===== src/rtl/writeback_arbiter_pkg.sv =====
// rtl/writeback_arbiter_pkg.sv - shared core types and width defaults for writeback arbitration
package writeback_arbiter_pkg;

  localparam int WB_ADDR_WIDTH = 5;
  localparam int WB_DATA_WIDTH = 32;

  typedef enum logic [1:0] {
    WB_NONE,
    WB_ALU,
    WB_LD
  } wb_src_e;

endpackage


===== src/rtl/wb_fifo2.sv =====
// rtl/wb_fifo2.sv - two-entry load buffer with wrapping pointers and occupancy count
module wb_fifo2 #(
  parameter int WIDTH = 37
) (
  input  logic             Clk,
  input  logic             ResetN,
  input  logic             push,
  input  logic [WIDTH-1:0] push_data,
  input  logic             pop,
  output logic [WIDTH-1:0] head,
  output logic [1:0]       count,
  output logic [1:0]       count_next
);

  logic [WIDTH-1:0] mem [2];
  logic             wr_ptr;
  logic             rd_ptr;

  // Storage carries no reset; count alone decides what is valid.
  always_ff @(posedge Clk) begin
    if (push) begin
      mem[wr_ptr] <= push_data;
    end
  end

  always_ff @(posedge Clk or negedge ResetN) begin
    if (!ResetN) begin
      wr_ptr <= 1'b0;
      rd_ptr <= 1'b0;
      count  <= 2'd0;
    end else begin
      if (push) begin
        wr_ptr <= ~wr_ptr;
      end
      if (pop) begin
        rd_ptr <= ~rd_ptr;
      end
      count <= count_next;
    end
  end

  assign count_next = count + {1'b0, push} - {1'b0, pop};
  assign head       = mem[rd_ptr];

endmodule


===== src/rtl/writeback_arbiter.sv =====
// rtl/writeback_arbiter.sv - register-file write port arbitration between ALU results and buffered loads
module writeback_arbiter
  import writeback_arbiter_pkg::*;
#(
  parameter int ADDR_WIDTH   = WB_ADDR_WIDTH,
  parameter int DATA_WIDTH   = WB_DATA_WIDTH,
  parameter int STARVE_LIMIT = 4
) (
  input  logic                  Clk,
  input  logic                  ResetN,
  input  logic                  AluValid,
  input  logic [ADDR_WIDTH-1:0] AluRd,
  input  logic [DATA_WIDTH-1:0] AluData,
  input  logic                  LdValid,
  output logic                  LdReady,
  input  logic [ADDR_WIDTH-1:0] LdRd,
  input  logic [DATA_WIDTH-1:0] LdData,
  output logic                  AluStall,
  output logic                  LdPending,
  output logic                  WrEn,
  output logic [ADDR_WIDTH-1:0] WrAddr,
  output logic [DATA_WIDTH-1:0] WrData
);

  localparam int SW = $clog2(STARVE_LIMIT + 1);
  localparam logic [SW-1:0] STARVE_MAX = SW'(STARVE_LIMIT);

  logic [ADDR_WIDTH+DATA_WIDTH-1:0] head;
  logic [1:0]                       count;
  logic [1:0]                       count_next;
  logic                             push;
  logic                             pop;
  logic                             blocked;
  logic [SW-1:0]                    starve_cnt;
  wb_src_e                          win;
  logic [ADDR_WIDTH-1:0]            win_rd;
  logic [DATA_WIDTH-1:0]            win_data;

  // Ready depends only on the registered count, so a full FIFO stays closed even while popping.
  assign LdReady = (count < 2'd2);
  assign push    = LdValid && LdReady;

  wb_fifo2 #(
    .WIDTH(ADDR_WIDTH + DATA_WIDTH)
  ) u_fifo (
    .Clk       (Clk),
    .ResetN    (ResetN),
    .push      (push),
    .push_data ({LdRd, LdData}),
    .pop       (pop),
    .head      (head),
    .count     (count),
    .count_next(count_next)
  );

  // ALU has no backpressure, so it always wins; a stall only makes room for loads.
  always_comb begin
    win      = WB_NONE;
    win_rd   = '0;
    win_data = '0;
    if (AluValid) begin
      win      = WB_ALU;
      win_rd   = AluRd;
      win_data = AluData;
    end else if (count != 2'd0) begin
      win      = WB_LD;
      win_rd   = head[ADDR_WIDTH+DATA_WIDTH-1:DATA_WIDTH];
      win_data = head[DATA_WIDTH-1:0];
    end
  end

  assign pop     = (win == WB_LD);
  assign blocked = (win == WB_ALU) && (count != 2'd0);

  always_ff @(posedge Clk or negedge ResetN) begin
    if (!ResetN) begin
      starve_cnt <= '0;
      AluStall   <= 1'b0;
      LdPending  <= 1'b0;
    end else begin
      if (pop) begin
        starve_cnt <= '0;
      end else if (blocked && starve_cnt != STARVE_MAX) begin
        starve_cnt <= starve_cnt + 1'b1;
      end
      AluStall  <= !pop && (starve_cnt == STARVE_MAX);
      LdPending <= (count_next != 2'd0);
    end
  end

  // x0 is consumed silently; address and data hold when nothing is written.
  always_ff @(posedge Clk or negedge ResetN) begin
    if (!ResetN) begin
      WrEn   <= 1'b0;
      WrAddr <= '0;
      WrData <= '0;
    end else begin
      WrEn <= (win != WB_NONE) && (win_rd != '0);
      if ((win != WB_NONE) && (win_rd != '0)) begin
        WrAddr <= win_rd;
        WrData <= win_data;
      end
    end
  end

endmodule


===== config.mk =====
export PLATFORM = sky130hd
export DESIGN_NAME = writeback_arbiter
export DESIGN_NICKNAME = d
export VERILOG_FILES = /design/src/rtl/writeback_arbiter_pkg.sv /design/src/rtl/wb_fifo2.sv /design/src/rtl/writeback_arbiter.sv
export SDC_FILE = /design/constraint.sdc
export NUM_CORES = 1
export LEC_CHECK = 0
export CAP_MARGIN = 10
export CORE_MARGIN = 3
export CORE_UTILIZATION = 28
export CTS_BUF_LIST = sky130_fd_sc_hd__clkbuf_4 sky130_fd_sc_hd__clkbuf_8 sky130_fd_sc_hd__clkbuf_16
export DETAILED_ROUTE_END_ITERATION = 8
export GPL_TIMING_DRIVEN = 0
export PLACE_DENSITY_LB_ADDON = 0.12
export SLEW_MARGIN = 40
export SYNTH_ARGS = -nofsm -noshare
export SYNTH_HDL_FRONTEND = slang
export SYNTH_HIERARCHICAL = 1
export SYNTH_SLANG_ARGS = --single-unit

===== constraint.sdc =====
create_clock -name Clk -period 2.7 [get_ports Clk]
set_input_delay 0.81 -clock Clk [delete_from_list [all_inputs] [get_ports Clk]]
set_output_delay 0.81 -clock Clk [all_outputs]
set_load 0.02 [all_outputs]

=== Word-level counts from Yosys, hierarchy flattened ===
Memories as Yosys holds them, arrays and structs flattened.
Index checks and enable logic that the tools add are counted.

* Register bits after elaboration: 47
* RAM bits: 74
* Memories kept: 1
* Input port bits: 78

* Bitwise gates (word level): 2
* Magnitude comparators: 1
* Reduce and logical (&&, ||, !) cells: 11
* Muxes and demuxes: 10
* Eq/ne operators: 4
* Add/subtract/negate cells: 3

{| class="wikitable"
|+ Memory list
! memory !! depth !! width !! rd ports !! clocked after Yosys merged registers in !! write ports !! line !! text
|-
| u_fifo.mem || 2 || 37 || 1 || 0 || 1 || wb_fifo2.sv:15 || <nowiki>logic [WIDTH-1:0] mem [2];</nowiki>
|}

{| class="wikitable"
|+ Operators by type and width
! operator !! number
|-
| $mux 32 || 2
|-
| $mux 5 || 2
|-
| $reduce_bool 2->1 || 4
|-
| $mux 3 || 2
|-
| $logic_and 1x1->1 || 5
|-
| $reduce_bool 5->1 || 1
|-
| $mux 2 || 2
|-
| $add 3x1->3 const B || 1
|-
| $eq 3x3->1 const B || 1
|-
| $ne 3x3->1 const B || 1
|-
| $add 2x1->2 || 1
|-
| $eq 2x1->1 const B || 1
|-
| $eq 2x2->1 const B || 1
|-
| $lt 2x2->1 const B || 1
|-
| $mux 1 || 2
|-
| $not 1->1 || 2
|-
| $sub 2x1->2 || 1
|-
| $logic_not 1->1 || 1
|}

=== Logic depth before layout (Yosys ltp) ===
* Depth after elaboration: 8
* Gate-level depth with buffers: 9
* Gate-level depth less buffers: 7

=== Modules after synthesis ===
The synthesis kept the hierarchy.

{| class="wikitable"
|+ Modules (own cells, without submodules)
! module !! instances !! sequential area each (um^2) !! cells an instance !! area each (um^2)
|-
| wb_fifo2 || 1 || 2322.2 || 128 || 2939.1
|-
| writeback_arbiter || 1 || 1076.0 || 230 || 2169.6
|}

=== Worst setup path after synthesis ===
No wires, ideal clock.

* Path kind: input port to flip-flop
* From: input LdValid
* To: memory u_fifo.mem[0][0], enable pin
* Cell stages on the path: 2
* Library setup time: 436 ps
* Path slack: -478 ps
* Data arrival time: 2742 ps
* Data required time: 2264 ps
* Cells stage by stage: nor2b_1 > nor2b_1

* Longest elaborated chain between the ends: 3

{| class="wikitable"
|+ Ends and longest elaborated chain
! what !! line !! text
|-
| start, declared || writeback_arbiter.sv:14 || <nowiki>input logic LdValid,</nowiki>
|-
| $logic_and 1x1->1 || writeback_arbiter.sv:41 || <nowiki>assign push = LdValid && LdReady;</nowiki>
|-
| $mux 1 || wb_fifo2.sv:21 || <nowiki>if (push) begin</nowiki>
|-
| $mux 1 (not written as such) || wb_fifo2.sv:22 || <nowiki>mem[wr_ptr] <= push_data;</nowiki>
|-
| end, declared || wb_fifo2.sv:15 ||
|}

Every way passes these cells.

=== Final worst setup path ===
* From: input AluValid
* To: register LdPending

* Longest elaborated chain between the ends: 4

{| class="wikitable"
|+ Ends and longest elaborated chain
! what !! line !! text
|-
| start, declared || writeback_arbiter.sv:11 || <nowiki>input logic AluValid,</nowiki>
|-
| $mux 2 || writeback_arbiter.sv:61 || <nowiki>if (AluValid) begin</nowiki>
|-
| $eq 2x2->1 || writeback_arbiter.sv:72 || <nowiki>assign pop = (win == WB_LD);</nowiki>
|-
| net pop || writeback_arbiter.sv:32 || <nowiki>logic pop;</nowiki>
|-
| $sub 2x1->2 || wb_fifo2.sv:42 || <nowiki>assign count_next = count + {1'b0, push} - {1'b0, pop};</nowiki>
|-
| net count_next[1] || writeback_arbiter.sv:30 || <nowiki>logic [1:0] count_next;</nowiki>
|-
| $reduce_bool 2->1 || writeback_arbiter.sv:87 || <nowiki>LdPending <= (count_next != 2'd0);</nowiki>
|-
| end signal, assigned || writeback_arbiter.sv:87 ||
|-
| end, declared || writeback_arbiter.sv:19 || <nowiki>output logic LdPending,</nowiki>
|}

The timed path passes the listed nets, and every way through them passes these cells.
A chain may end at the register's enable or synchronous reset.

==> flow_summary_export.csv <==
group,metric,value,unit
status,status,"complete, no violations",
clock_tree,htreeDepth,4,
logic_synthesis,synth_seq_cells,121,
sta,rsz0062_at_grt,"false",
logic_synthesis,ys_top_cells_by_area,"edfxtp_1, dfrtp_1, mux2_2",
clock_tree,cts_sinks,121,
logic_synthesis,synth_nets,440,
sta,min_period,2500,ps
sta,worst_slack,205,ps
global_route,grt_pass1_wl,19.8,mm
route,via_per_inst,4.47,
global_route,grt_pass1_vias,3592,
cells_and_area,area_growth,43.2,%
critical_path,path_delay_family,"buffers and inverters",
logic_synthesis,ys_async_sr_fraction,38.8,%
cells_and_area,antenna_cells,0,
die,core_area,17600,um^2
cells_and_area,layout.nets,583,
logic_synthesis,synth-edff-count,74,
critical_path,rrSetupSlack,240,ps
global_route,grt_util_all_layers,13.3,%
logic_synthesis,seq_area_frac_synth,66.5,%
route,detail-route-antenna-nets,0,
critical_path,cp_num_buf_inv,5,
clock_tree,clkTransAtPathRegs,50,ps
logic_synthesis,yosysWarnings,6,
critical_path,critPathKind,"in -> reg",
route,wire_per_inst,17.1,um
clock_tree,cts_buffers,17,
logic_synthesis,synth_largest_area_cell,"edfxtp_1",
cells_and_area,fin_util,41.6,%
clock_tree,cts_hold_buf,0,
clock_tree,cts_buffer_depth,2,
sta,max_freq,401,MHz
critical_path,crit_path_start_kind,"input port",
critical_path,rr_startpoint,"u_fifo/rd_ptr",
critical_path,cp_max_fo,10,
logic_synthesis,synthCells,358,
run,drv_cap,0,
global_route,antenna_found_initial,1,
die,die_height,141,um
die,initial_core_util,29.0,%
logic_synthesis,synth_cell_types,31,
critical_path,critPathCaptureType,"flop",
critical_path,crit_arrival,2780,ps
power_and_ir_drop,p_leak,0.00290,uW
critical_path,rr_worst_depth,8,
critical_path,critPathRequiredTime,2990,ps
route,remaining_drc_errors,0,
die,rows,48,
logic_synthesis,synth_top_area_share,43.5,%
route,first_pass_iters,4,
sta,period_share,92.4,%
power_and_ir_drop,powerDensity,1010,nW/um^2
sta,slew_viol_final,0,
sta,worst_pin_slew,728,ps
cells_and_area,final_area,7310,um^2
logic_synthesis,synth.most_common_cell,"edfxtp_1",
die,top_level_ports,119,
placement,gp_congestion,0.719,
cells_and_area,drive_gt1_share,21.6,%
sta,setup_viol,0,
route,via_count,3300,
placement,dp_hpwl,8.81,mm
critical_path,path_cells,"dlygate4sd2_1 > clkbuf_8 > clkbuf_8 > clkbuf_8 > nor2_2 > ha_1 > inv_1 > ha_1 > xor3_1 > or2_2",
critical_path,worst-path-stages,10,
route,drt-initial-drc-count,198,
die,dieArea,19900,um^2
critical_path,worst_path_max_delay_cell,"or2_2",
worst_hold_path,hp-class,"in -> async",
global_route,gr-total-overflow,0,
placement,pre_cts_slack,-1060,ps
critical_path,crit_top_cell,"clkbuf_8",
critical_path,critPathLaunch,"AluValid",
clock_tree,tritoncts,"yes",
die,die_x,141,um
sta,maxSlewHeadroom,51.5,%
sta,clock_skew,9.54,ps
route,wl,12.6,mm
placement,port_buffers,118,
logic_synthesis,syn_area,5110,um^2
logic_synthesis,synthTopCellsByCount,"edfxtp_1, nand2_1, dfrtp_1",
placement,place_area,6660,um^2
critical_path,endpoint,"LdPending",
logic_synthesis,ys.flop_type,"edfxtp_1",
global_route,grt_max_degree,29,
critical_path,r2r_end,"WrData[25]",
clock_tree,worst_skew_pair.late_latency,410,ps
power_and_ir_drop,peakVddDrop,0.449,mV
logic_synthesis,syn_avg_cell_area,14.3,um^2
clock_tree,cts-root-buf,"clkbuf_16",
sta,hold_viol_final,0,
critical_path,cp_slowest_stage_delay,310,ps
==> where the power goes <==
part | internal, uW | switching, uW
clock network | 1460 | 776
logic | 1270 | 1230
registers | 2470 | 194
==> worst register-to-register path: stages, from the launching register on <==
cell and delay [ps]:
dfrtp_1 360, clkbuf_4 250, mux2_2 360, nor2b_1 140, a211o_1 330, nor4_4 190, buf_4 200, buf_6 170
mux2_1 350
==> layout by cell type (no fill, tap or decap), drive strengths merged, types with 2 or more instances in the layout <==
cell type      Yosys  final
edfxtp            74     74
inv                7      7
buf                9     14
and2               2      2
nand2             72     72
clkinvlp           0      2
or2                2      2
a21oi              2      2
clkinv             0      4
ha                 4      4
nor2b              3      3
mux2              69     69
o21ai             37     37
nor2               4      4
bufinv             0      2
clkbuf            11     37
xor2               2      2
clkdlybuf4s50      0    116
a21o               4      4
dfrtp             47     47
==> registers in the layout (all words and copies together), names as in the netlist, 2 cells and up <==
signal        count
u_fifo/mem       74
starve_cnt        3
u_fifo/count      2
WrData           32
WrAddr            5
==> cell type report <==
cell class | count | area [um^2]
Buffer | 20 | 155
Clock buffer | 24 | 497
Clock inverter | 8 | 95.1
Fill cell | 1664 | 10300
Inverter | 7 | 26.3
Multi-Input combinational cell | 210 | 1590
Sequential cell | 121 | 3400
Tap cell | 225 | 282
Timing Repair Buffer | 124 | 1270
==> worst min-delay path by stage <==
stage / startpoint / end / cells past startpoint
3_5_place_dp: WrAddr[4] / WrAddr[4] / 1
3_3_place_gp: WrAddr[2] / WrAddr[2] / 1
2_1_floorplan: u_fifo/wr_ptr / u_fifo/wr_ptr / 1
4_1_cts: ResetN / WrData[4] / 1
6_report: ResetN / WrData[3] / 1
5_1_grt: ResetN / WrData[3] / 1
==> metal layers <==
metal / GRT usage (%) / routed length (um) / vias to the layer above
met2: 21.8 / 6310 / 92
met5: 0 / 7 / -
met3: 5.33 / 857 / 12
li1: - / - / 1566
met1: 16.1 / 5340 / 1628
met4: 4.08 / 128 / 2
==> logic make-up after synthesis <==
logic type | share of synthesized area (%)
and+or+nand+nor | 6.93
AOI/OAI and AO/OA | 5.02
DFF | 66.5
muxes | 16.9
buffers and inverters | 2.87
adders and majority gates | 0.980
xor gates and xnor gates | 0.808
==> through the flow <==
step / setup TNS [ps] / cells / hold slack [ps] / total power, uW
after global routing: 0 / 739 / 291 / 7840
after detailed placement: -25750 / 705 / 466 / 5230
after floorplan: 0 / 358 / 471 / 4180
final: 0 / 739 / 287 / 7410
after CTS: 0 / 739 / 280 / 7540
after global placement: -133470 / 701 / 463 / 5140
==> what timing repair did <==
action / CTS / global route
endpoints found under the setup margin: 35 / 30
gates resized for setup: 9 / 3
setup buffers: 2 / 0
cloned: 0 / 0
endpoints found under the hold margin: 0 / 0
No activity file was read; power rests on OpenSTA's default activity.
